--- src/rtl/dro_reader.sv ---
// Caliper-style DRO frame receiver: synchronises the clock/data pins and waits for an inter-frame gap
// before capturing a timestamped frame, which it presents on a valid/ready interface.
// Optional define DRO_DECODE_EN adds the sign/magnitude position and unit-flag decode.
module dro_reader #(
  parameter int unsigned NBITS       = 24,
  parameter int unsigned GAP_CYCLES  = 4800,
  parameter int unsigned TIMEOUT_CYC = 2400
) (
  input  logic             clk,
  input  logic             rst,
  input  logic [31:0]      systime,
  input  logic             dro_clk,
  input  logic             dro_do,
  output logic [NBITS-1:0] frame_data,
  output logic [31:0]      frame_time,
  output logic             frame_valid,
  input  logic             frame_ready,
  output logic             overrun,
  output logic [7:0]       timeout_cnt,
  input  logic             err_clr,
  output logic [20:0]      pos,
  output logic             inch
);

  localparam int unsigned CNT_MAX = (GAP_CYCLES > TIMEOUT_CYC) ? GAP_CYCLES : TIMEOUT_CYC;
  localparam int unsigned CNT_W   = $clog2(CNT_MAX + 1);
  localparam int unsigned BIT_W   = $clog2(NBITS + 1);

  typedef enum logic [1:0] {
    ST_IDLE  = 2'd0,
    ST_ARMED = 2'd1,
    ST_RECV  = 2'd2,
    ST_DONE  = 2'd3
  } state_t;

  // Pin synchronisers; clk_prev_q is the previous synchronised clock for edge detection
  logic clk_meta_q, clk_meta_d;
  logic clk_sync_q, clk_sync_d;
  logic clk_prev_q, clk_prev_d;
  logic do_meta_q, do_meta_d;
  logic do_sync_q, do_sync_d;

  state_t             state_q, state_d;
  logic [CNT_W-1:0]   cnt_q, cnt_d;
  logic [BIT_W-1:0]   bitcnt_q, bitcnt_d;
  logic [NBITS-1:0]   shift_q, shift_d;
  logic [31:0]        start_time_q, start_time_d;

  logic [NBITS-1:0]   frame_data_q, frame_data_d;
  logic [31:0]        frame_time_q, frame_time_d;
  logic               frame_valid_q, frame_valid_d;
  logic               overrun_q, overrun_d;
  logic [7:0]         timeout_cnt_q, timeout_cnt_d;

  logic               fall_c;
  logic               load_c;
  logic               timeout_c;
  logic               xfer_c;

  always_comb begin
    clk_meta_d = dro_clk;
    clk_sync_d = clk_meta_q;
    clk_prev_d = clk_sync_q;
    do_meta_d  = dro_do;
    do_sync_d  = do_meta_q;
  end

  assign fall_c = clk_prev_q & ~clk_sync_q;

  // Frame capture FSM; one counter serves as gap counter in IDLE and idle timer in RECV
  always_comb begin
    state_d      = state_q;
    cnt_d        = cnt_q;
    bitcnt_d     = bitcnt_q;
    shift_d      = shift_q;
    start_time_d = start_time_q;
    load_c       = 1'b0;
    timeout_c    = 1'b0;
    case (state_q)
      ST_IDLE: begin
        if (cnt_q == CNT_W'(GAP_CYCLES)) begin
          state_d = ST_ARMED;
        end else if (clk_sync_q) begin
          cnt_d = cnt_q + CNT_W'(1);
        end else begin
          cnt_d = '0;
        end
      end
      ST_ARMED: begin
        if (fall_c) begin
          state_d      = ST_RECV;
          start_time_d = systime;
          shift_d      = {do_sync_q, shift_q[NBITS-1:1]};
          bitcnt_d     = BIT_W'(1);
          cnt_d        = '0;
        end
      end
      ST_RECV: begin
        if (fall_c) begin
          shift_d  = {do_sync_q, shift_q[NBITS-1:1]};
          bitcnt_d = bitcnt_q + BIT_W'(1);
          cnt_d    = '0;
          if (bitcnt_q + BIT_W'(1) == BIT_W'(NBITS)) begin
            state_d = ST_DONE;
          end
        end else if (cnt_q == CNT_W'(TIMEOUT_CYC)) begin
          state_d   = ST_IDLE;
          cnt_d     = '0;
          timeout_c = 1'b1;
        end else begin
          cnt_d = cnt_q + CNT_W'(1);
        end
      end
      ST_DONE: begin
        load_c  = 1'b1;
        state_d = ST_IDLE;
        cnt_d   = '0;
      end
      default: begin
        state_d = ST_IDLE;
        cnt_d   = '0;
      end
    endcase
  end

  // Output registers: a new load overwrites; set events win over err_clr
  always_comb begin
    frame_data_d  = frame_data_q;
    frame_time_d  = frame_time_q;
    frame_valid_d = frame_valid_q;
    overrun_d     = overrun_q;
    timeout_cnt_d = timeout_cnt_q;
    xfer_c        = frame_valid_q & frame_ready;
    if (xfer_c) begin
      frame_valid_d = 1'b0;
    end
    if (load_c) begin
      frame_valid_d = 1'b1;
      frame_data_d  = shift_q;
      frame_time_d  = start_time_q;
    end
    if (load_c && frame_valid_q && !frame_ready) begin
      overrun_d = 1'b1;
    end else if (err_clr) begin
      overrun_d = 1'b0;
    end
    if (timeout_c) begin
      if (timeout_cnt_q != 8'hFF) begin
        timeout_cnt_d = timeout_cnt_q + 8'd1;
      end
    end else if (err_clr) begin
      timeout_cnt_d = 8'd0;
    end
  end

  always_ff @(posedge clk) begin
    if (rst) begin
      clk_meta_q    <= 1'b1;
      clk_sync_q    <= 1'b1;
      clk_prev_q    <= 1'b1;
      do_meta_q     <= 1'b0;
      do_sync_q     <= 1'b0;
      state_q       <= ST_IDLE;
      cnt_q         <= '0;
      bitcnt_q      <= '0;
      shift_q       <= '0;
      start_time_q  <= '0;
      frame_data_q  <= '0;
      frame_time_q  <= '0;
      frame_valid_q <= 1'b0;
      overrun_q     <= 1'b0;
      timeout_cnt_q <= 8'd0;
    end else begin
      clk_meta_q    <= clk_meta_d;
      clk_sync_q    <= clk_sync_d;
      clk_prev_q    <= clk_prev_d;
      do_meta_q     <= do_meta_d;
      do_sync_q     <= do_sync_d;
      state_q       <= state_d;
      cnt_q         <= cnt_d;
      bitcnt_q      <= bitcnt_d;
      shift_q       <= shift_d;
      start_time_q  <= start_time_d;
      frame_data_q  <= frame_data_d;
      frame_time_q  <= frame_time_d;
      frame_valid_q <= frame_valid_d;
      overrun_q     <= overrun_d;
      timeout_cnt_q <= timeout_cnt_d;
    end
  end

  assign frame_data  = frame_data_q;
  assign frame_time  = frame_time_q;
  assign frame_valid = frame_valid_q;
  assign overrun     = overrun_q;
  assign timeout_cnt = timeout_cnt_q;

`ifdef DRO_DECODE_EN
  // Sign-magnitude to two's complement, captured with the frame
  logic [20:0] pos_q, pos_d;
  logic        inch_q, inch_d;
  logic [20:0] mag_c;

  always_comb begin
    mag_c  = {1'b0, shift_q[19:0]};
    pos_d  = pos_q;
    inch_d = inch_q;
    if (load_c) begin
      pos_d  = shift_q[20] ? (21'd0 - mag_c) : mag_c;
      inch_d = shift_q[23];
    end
  end

  always_ff @(posedge clk) begin
    if (rst) begin
      pos_q  <= '0;
      inch_q <= 1'b0;
    end else begin
      pos_q  <= pos_d;
      inch_q <= inch_d;
    end
  end

  assign pos  = pos_q;
  assign inch = inch_q;
`else
  assign pos  = '0;
  assign inch = 1'b0;
`endif

endmodule
--- config.mk ---
export PLATFORM = sky130hd
export DESIGN_NAME = dro_reader
export DESIGN_NICKNAME = d
export VERILOG_FILES = /design/src/rtl/dro_reader.sv
export SDC_FILE = /design/constraint.sdc
export NUM_CORES = 1
export LEC_CHECK = 0
export ABC_AREA = 1
export BUFFER_PORTS_ARGS = -buffer_cell sky130_fd_sc_hd__buf_2
export CAP_MARGIN = 20
export CORE_ASPECT_RATIO = 0.5
export CORE_MARGIN = 10
export CORE_UTILIZATION = 35
export CTS_BUF_LIST = sky130_fd_sc_hd__clkbuf_16
export CTS_CLUSTER_SIZE = 14
export DETAILED_ROUTE_END_ITERATION = 12
export GPL_TIMING_DRIVEN = 0
export SYNTH_ARGS = -nofsm -noshare
export SYNTH_HDL_FRONTEND = slang
export SYNTH_SLANG_ARGS = --single-unit
--- constraint.sdc ---
create_clock -name clk -period 2 [get_ports clk]
set_input_delay 0.4 -clock clk [delete_from_list [all_inputs] [get_ports clk]]
set_output_delay 0.4 -clock clk [all_outputs]
set_load 0.01 [all_outputs]
==> results.cfg, run 1 <==
[synth]
synth_mux_area_share_pct = 0
synth_top_cell_by_area = dfxtp_1
synth_top_area_share_pct = 50.4
ys_seq_elements = 147
avgSynthCellArea_um2 = 7.95
synth_flop_cell = dfxtp_1
yosys.area_share.xor_xnor_pct = 0.899
seq_area_frac_synth_pct = 50.4
ys_async_sr_fraction_pct = 0
synth_top_family_by_area = compound AO/OA/AOI/OAI gates
synthSimpleGateAreaFrac_pct = 13.8
ys_warn_count = 0
syn_inst = 735
ys_types = 34
synthTopCellsByArea = dfxtp_1 (50%), o21ai_0 (10%), a21oi_1 (10%)
yosysMostFrequentCell = dfxtp_1
syn_area_um2 = 5840
synth_compound_area_share_pct = 21.6
yosys-top-cells-count = dfxtp_1 (147), o21ai_0 (120), a21oi_1 (118)
synth_edf_count = 0
yosys.area_share.adder_pct = 1.93

[place]
place_area_um2 = 6720
dpl.cell_count = 1086
gp_congestion = 0.814
place_hpwl_um = 11100
port_buffers = 103

[critical_path]
crit_start = state_q[0]
rrSetupSlack_ns = 0.14
cp_top_family = buffers and inverters
critPathMaxStageDelay_ns = 0.42
cp-endpoint = frame_data[23]
crit_buf_inv = 2
r2r_start = state_q[0]
cpMostUsedCell = nor2_1
crit_path_start_kind = flop
cp.arrival_ns = 2.15
slowest_stage = ha_1
path_max_fanout = 10
crit_path_end_kind = flop
path_class = flop to flop
cp_cell_sequence = ha_1 -> buf_2 -> clkinv_1 -> nor2_1 -> nor2_1
r2r-end = frame_data[23]
required_ns = 2.29
path_depth = 5
r2r_cells = 5

[clocking]
cts_tree = built
cts_setup_buffers = 0
numCtsBuffers = 17
cts.sinks = 147
h-tree-depth = 4
clkTransAtPathRegs_ns = 0.06
clk_path_buf_depth = 2
cts-root-buf = clkbuf_16
clock_latency_ns = 0.41
holdBufCountCts = 0

[final_layout]
final_cells = 1117
num-nets-final = 924
area_growth_syn_to_layout_pct = 24.7
seq_area_um2 = 2940
final_layout_size_suffix_gt1_share_pct = 21.8
multiInputGateArea_um2 = 2320
fillers = 1659
antenna_cells = 0
design_area_um2 = 7290

[sta]
setup_viol = 0
worst_slew_pin_slew_ns = 0.588
fmax_mhz = 537
fin_crit_sh_pct = 93.1
finClkSkew_ns = 0.00958
relSlewSlack_pct = 60.8
period_needed_ns = 1.86
fin_setup_tns_ns = 0
grt_setup_unrepaired = true
drv_slew = 0
hold_viol = 0

[run_status]
status = finished, final reports clean

[detailed_routing]
vias = 5095
routed_wl_um = 15200
drtAntennaViolNets = 0
drt_iter0_drc = 255
via_per_inst = 4.56
drtPass1Iterations = 4
wl_per_cell_um = 13.6
drc = 0

[floorplan]
rows = 33
die_width_um = 203
initial_core_util_pct = 35.7
die_y_um = 111
fp.coreArea_um2 = 16400
die_area_um2 = 22600
io_pins = 126

[power_and_ir_drop]
power_density_nw_per_um2 = 916
p_leak_nw = 3.10
finalPower_mw = 6.67
irDropWorstVdd_v = 0.000500

[grt]
gr-total-overflow = 0
antenna_found_initial = 0
grt_usage_pct = 13.3
first_global_vias = 5002
grt_max_degree = 17
grt_pass1_wl_um = 25100

[flow_run]
maxCapViolCount = 0

[min_path]
hold_path_class = input port to flop
-- sequential cells by signal, summed over array words and instances, names as in the netlist --
register,cells
clk_meta_q,1
frame_time,32
do_meta_q,1
clk_prev_q,1
state_q,2
bitcnt_q,5
overrun,1
cnt_q,13
shift_q,24
frame_data,24
start_time_q,32
do_sync_q,1
clk_prev_d,1
frame_valid,1
timeout_cnt,8
-- metal layers --
layer / track usage, % / up-vias / part of all wire (%)
met3: 3.53 / 8 / 4.2
met5: 0 / - / 0
met1: 16.2 / 2348 / 46
met4: 4.55 / 0 / 1.0
met2: 22.3 / 84 / 49
li1: - / 2655 / -
-- metrics by stage --
stage / setup slack (ns) / util, % / hold WS (ns)
after floorplan: 0.457 / - / 0.388
after global placement: 0.0317 / 41.0 / 0.403
after detailed placement: 0.0207 / 41.0 / 0.399
after CTS: 0.112 / 44.4 / 0.183
after global routing: -0.0264 / 44.5 / 0.191
final: 0.139 / 44.5 / 0.196
-- kinds of logic (layout without fill, tap and decap cells) --
kind of cell	after synthesis	after routing
buffers and inverters	146	280
DFF	147	147
xor gates and xnor gates	6	6
other	1	22
and+or+nand+nor	180	180
adders and majority gates	9	9
AOI/OAI and AO/OA	246	246
-- worst reg2reg max path: cells and delay by family, from the launching register on --
family / cells / cell delay [ns]
buffers and inverters: 2 / 0.68
DFF: 1 / 0.40
and+or+nand+nor: 2 / 0.25
adders and majority gates: 1 / 0.43
-- what timing repair did --
action / in CTS / in global routing
gates resized for setup: 0 / 2
pin swaps: 0 / 0
setup endpoints to repair: 14 / 23
-- worst min-delay path by stage --
| stage | from | to | slack (ns) | depth (start not counted) |
|---|---|---|---|---|
| after floorplan | do_meta_q | do_sync_q | 0.39 | 2 |
| after global placement | clk_meta_q | clk_prev_d | 0.40 | 1 |
| after detailed placement | clk_meta_q | clk_prev_d | 0.40 | 1 |
| after CTS | dro_do | do_meta_q | 0.18 | 3 |
| after global routing | dro_do | do_meta_q | 0.19 | 3 |
| final | dro_do | do_meta_q | 0.20 | 3 |
-- final cells by class --
class | instances | share of cell area (%)
clock buffer | 17 | 5.84
buffer | 60 | 4.67
sequential | 147 | 40.4
timing repair buffer | 103 | 7.07
clock inverter | 15 | 1.94
tap | 227 | 3.90
multi-input combinational | 463 | 31.8
inverter | 85 | 4.38
-- where the power goes --
| part | internal [mW] | switching [mW] |
|---|---|---|
| registers | 3.01 | 0.0520 |
| logic | 0.205 | 0.348 |
| clock network | 1.82 | 1.24 |
| total | 5.03 | 1.64 |
-- layout by cell type, fill, tap and decap left out, drive strengths merged --
master	synthesis	routed
o21ai	124	124
buf	33	136
dfxtp	147	147
nand3b	1	1
nand4	5	5
xor2	6	6
nor3	8	8
a21oi	118	118
ha	9	9
or2	2	2
a31oi	1	1
inv	82	83
a211oi	1	1
conb	1	22
bufinv	0	2
clkinv	3	10
nand3	26	26
nand2	68	68
nor2	70	70
a21boi	1	1
clkinvlp	0	5
a31o	1	1
clkbuf	28	44
No activity file was read; power rests on OpenSTA's default activity.
==> run 2, diff against run 1 <==
--- a/config.mk
+++ b/config.mk
@@ -6,7 +6,7 @@
 export NUM_CORES = 1
 export LEC_CHECK = 0
 export ABC_AREA = 1
-export BUFFER_PORTS_ARGS = -buffer_cell sky130_fd_sc_hd__buf_2
+export BUFFER_PORTS_ARGS = -buffer_cell sky130_fd_sc_hd__buf_4
 export CAP_MARGIN = 20
 export CORE_ASPECT_RATIO = 0.5
 export CORE_MARGIN = 10
@@ -15,6 +15,7 @@
 export CTS_CLUSTER_SIZE = 14
 export DETAILED_ROUTE_END_ITERATION = 12
 export GPL_TIMING_DRIVEN = 0
+export RECOVER_POWER = 100
 export SYNTH_ARGS = -nofsm -noshare
 export SYNTH_HDL_FRONTEND = slang
 export SYNTH_SLANG_ARGS = --single-unit
==> results.cfg, run 2 (same netlist as run 1, synthesis figures left out) <==
[clocking]
cts-root-buf = clkbuf_16
clkTransAtPathRegs_ns = 0.06
h-tree-depth = 4
cts_tree = built
holdBufCountCts = 0
clk_path_buf_depth = 2
cts_setup_buffers = 0
clock_latency_ns = 0.42
cts.sinks = 147
numCtsBuffers = 17

[place]
dpl_worst_slack_ns = 0.0217
dpl.cell_count = 1086
port_buffers = 103
place_area_um2 = 6980
place_hpwl_um = 11300
gp_congestion = 0.839

[detailed_routing]
wl_per_cell_um = 13.7
drc = 0
drt_iter0_drc = 328
vias = 5129
drtAntennaViolNets = 0
drtPass1Iterations = 5
via_per_inst = 4.59
routed_wl_um = 15300

[grt]
grt_max_degree = 17
first_global_vias = 4819
grt_use_met3_pct = 3.62
met1_usage_pct = 16.2
grt_pass1_wl_um = 24700
gr-total-overflow = 0
gr-max-usage-layer = met2
grt_usage_pct = 13.2
grt_util_met2_pct = 22.0
antenna_found_initial = 0

[critical_path]
r2r_start = state_q[0]
slowest_stage = dfxtp_1
r2r-end = shift_q[3]
crit_path_end_kind = flop
r2r_cells = 6
crit_path_start_kind = flop
rrSetupSlack_ns = 0.19
cp_top_family = buffers and inverters
crit_buf_inv = 3
required_ns = 2.29
cp_cell_sequence = inv_1 -> ha_1 -> nand2_1 -> buf_2 -> clkbuf_1 -> a21oi_1
path_class = flop to flop
critPathMaxStageDelay_ns = 0.40
path_max_fanout = 10
cp.arrival_ns = 2.11

[sta]
fmax_mhz = 551
setup_viol = 0
relSlewSlack_pct = 60.5
period_needed_ns = 1.81
fin_crit_sh_pct = 90.7
hold_viol = 0
grt_setup_unrepaired = false
fin_setup_tns_ns = 0
drv_slew = 0
worst_slew_pin_slew_ns = 0.590
finClkSkew_ns = 0.0130
holdWs_ns = 0.166
worst_slack_ns = 0.185

[final_layout]
antenna_cells = 0
area_growth_syn_to_layout_pct = 25.1
layout_common_cells = dfxtp_1 (147), o21ai_0 (121), a21oi_1 (118)
final_cells = 1117
finish.utilization_pct = 44.6
design_area_um2 = 7310
final_layout_size_suffix_gt1_share_pct = 14.5
final_common_cell = dfxtp_1
num-nets-final = 924

[power_and_ir_drop]
p_comb_share_pct = 8.3
irDropWorstVdd_v = 0.000540
clkPwrFrac_pct = 47.3
p_int_mw = 5.11
power_switching_mw = 1.77
finalPower_mw = 6.88
seqPwrFrac_pct = 44.5
sw_frac_of_total_pct = 25.7
p_leak_nw = 2.87
power_density_nw_per_um2 = 940

[floorplan]
fp.coreArea_um2 = 16400
die_y_um = 111
die_area_um2 = 22600
io_pins = 126
initial_core_util_pct = 35.7
rows = 33
die_width_um = 203

[run_status]
status = finished, final reports clean

[min_path]
hold_path_class = input port to flop
hold_end = clk_meta_q
min_delay_path_depth = 2
hp-start = dro_clk

[flow_run]
maxCapViolCount = 0
-- run 2: changes by cell type in the layout (fill, tap and decap cells not counted), moves of 3 or more --
cell,change
buf_2,-104
inv_6,+4
inv_8,+3
clkbuf_1,+67
clkinvlp_4,-4
buf_4,+35
clkinv_1,-3
-- run 2: metal layers --
metal / wire length (µm) / vias up
li1: - / 2667
met1: 7000 / 2358
met2: 7330 / 92
met3: 804 / 12
met4: 159 / 0
met5: 0 / -
-- run 2: cell type report --
type,instances,area (µm²)
Sequential cell,147,2940
Fill cell,1694,9080
Timing Repair Buffer,103,526
Multi-Input combinational cell,463,2310
Tap cell,227,284
Clock inverter,15,173
Inverter,85,319
Buffer,60,338
Clock buffer,17,425
-- run 2: worst max-delay path by stage --
stage	start	endpoint	slack [ns]	cells after the start
after detailed placement	state_q[1]	frame_time[27]	0.02	5
after global routing	state_q[0]	timeout_cnt[0]	0.005	8
after CTS	state_q[1]	frame_time[27]	0.005	5
after global placement	state_q[1]	frame_time[22]	0.03	5
final	state_q[0]	shift_q[3]	0.19	6
after floorplan	timeout_cnt[0]	timeout_cnt[3]	0.46	8
-- run 2: timing repair --
| item | 4_1_cts | 5_1_grt |
|---|---|---|
| endpoints found under the hold margin | 0 | 0 |
| gates resized for setup | 1 | 7 |
| endpoints found under the setup margin | 2 | 50 |
-- run 2: power by group through the flow --
| stage | Combinational, mW | Sequential [mW] | Clock (mW) |
|---|---|---|---|
| 5_1_grt | 0.642 | 3.07 | 3.43 |
| 3_3_place_gp | 0.567 | 3.12 | 0 |
| 4_1_cts | 0.578 | 3.06 | 3.30 |
| 2_1_floorplan | 0.406 | 3.11 | 0 |
| 6_report | 0.568 | 3.06 | 3.25 |
| 3_5_place_dp | 0.574 | 3.12 | 0 |
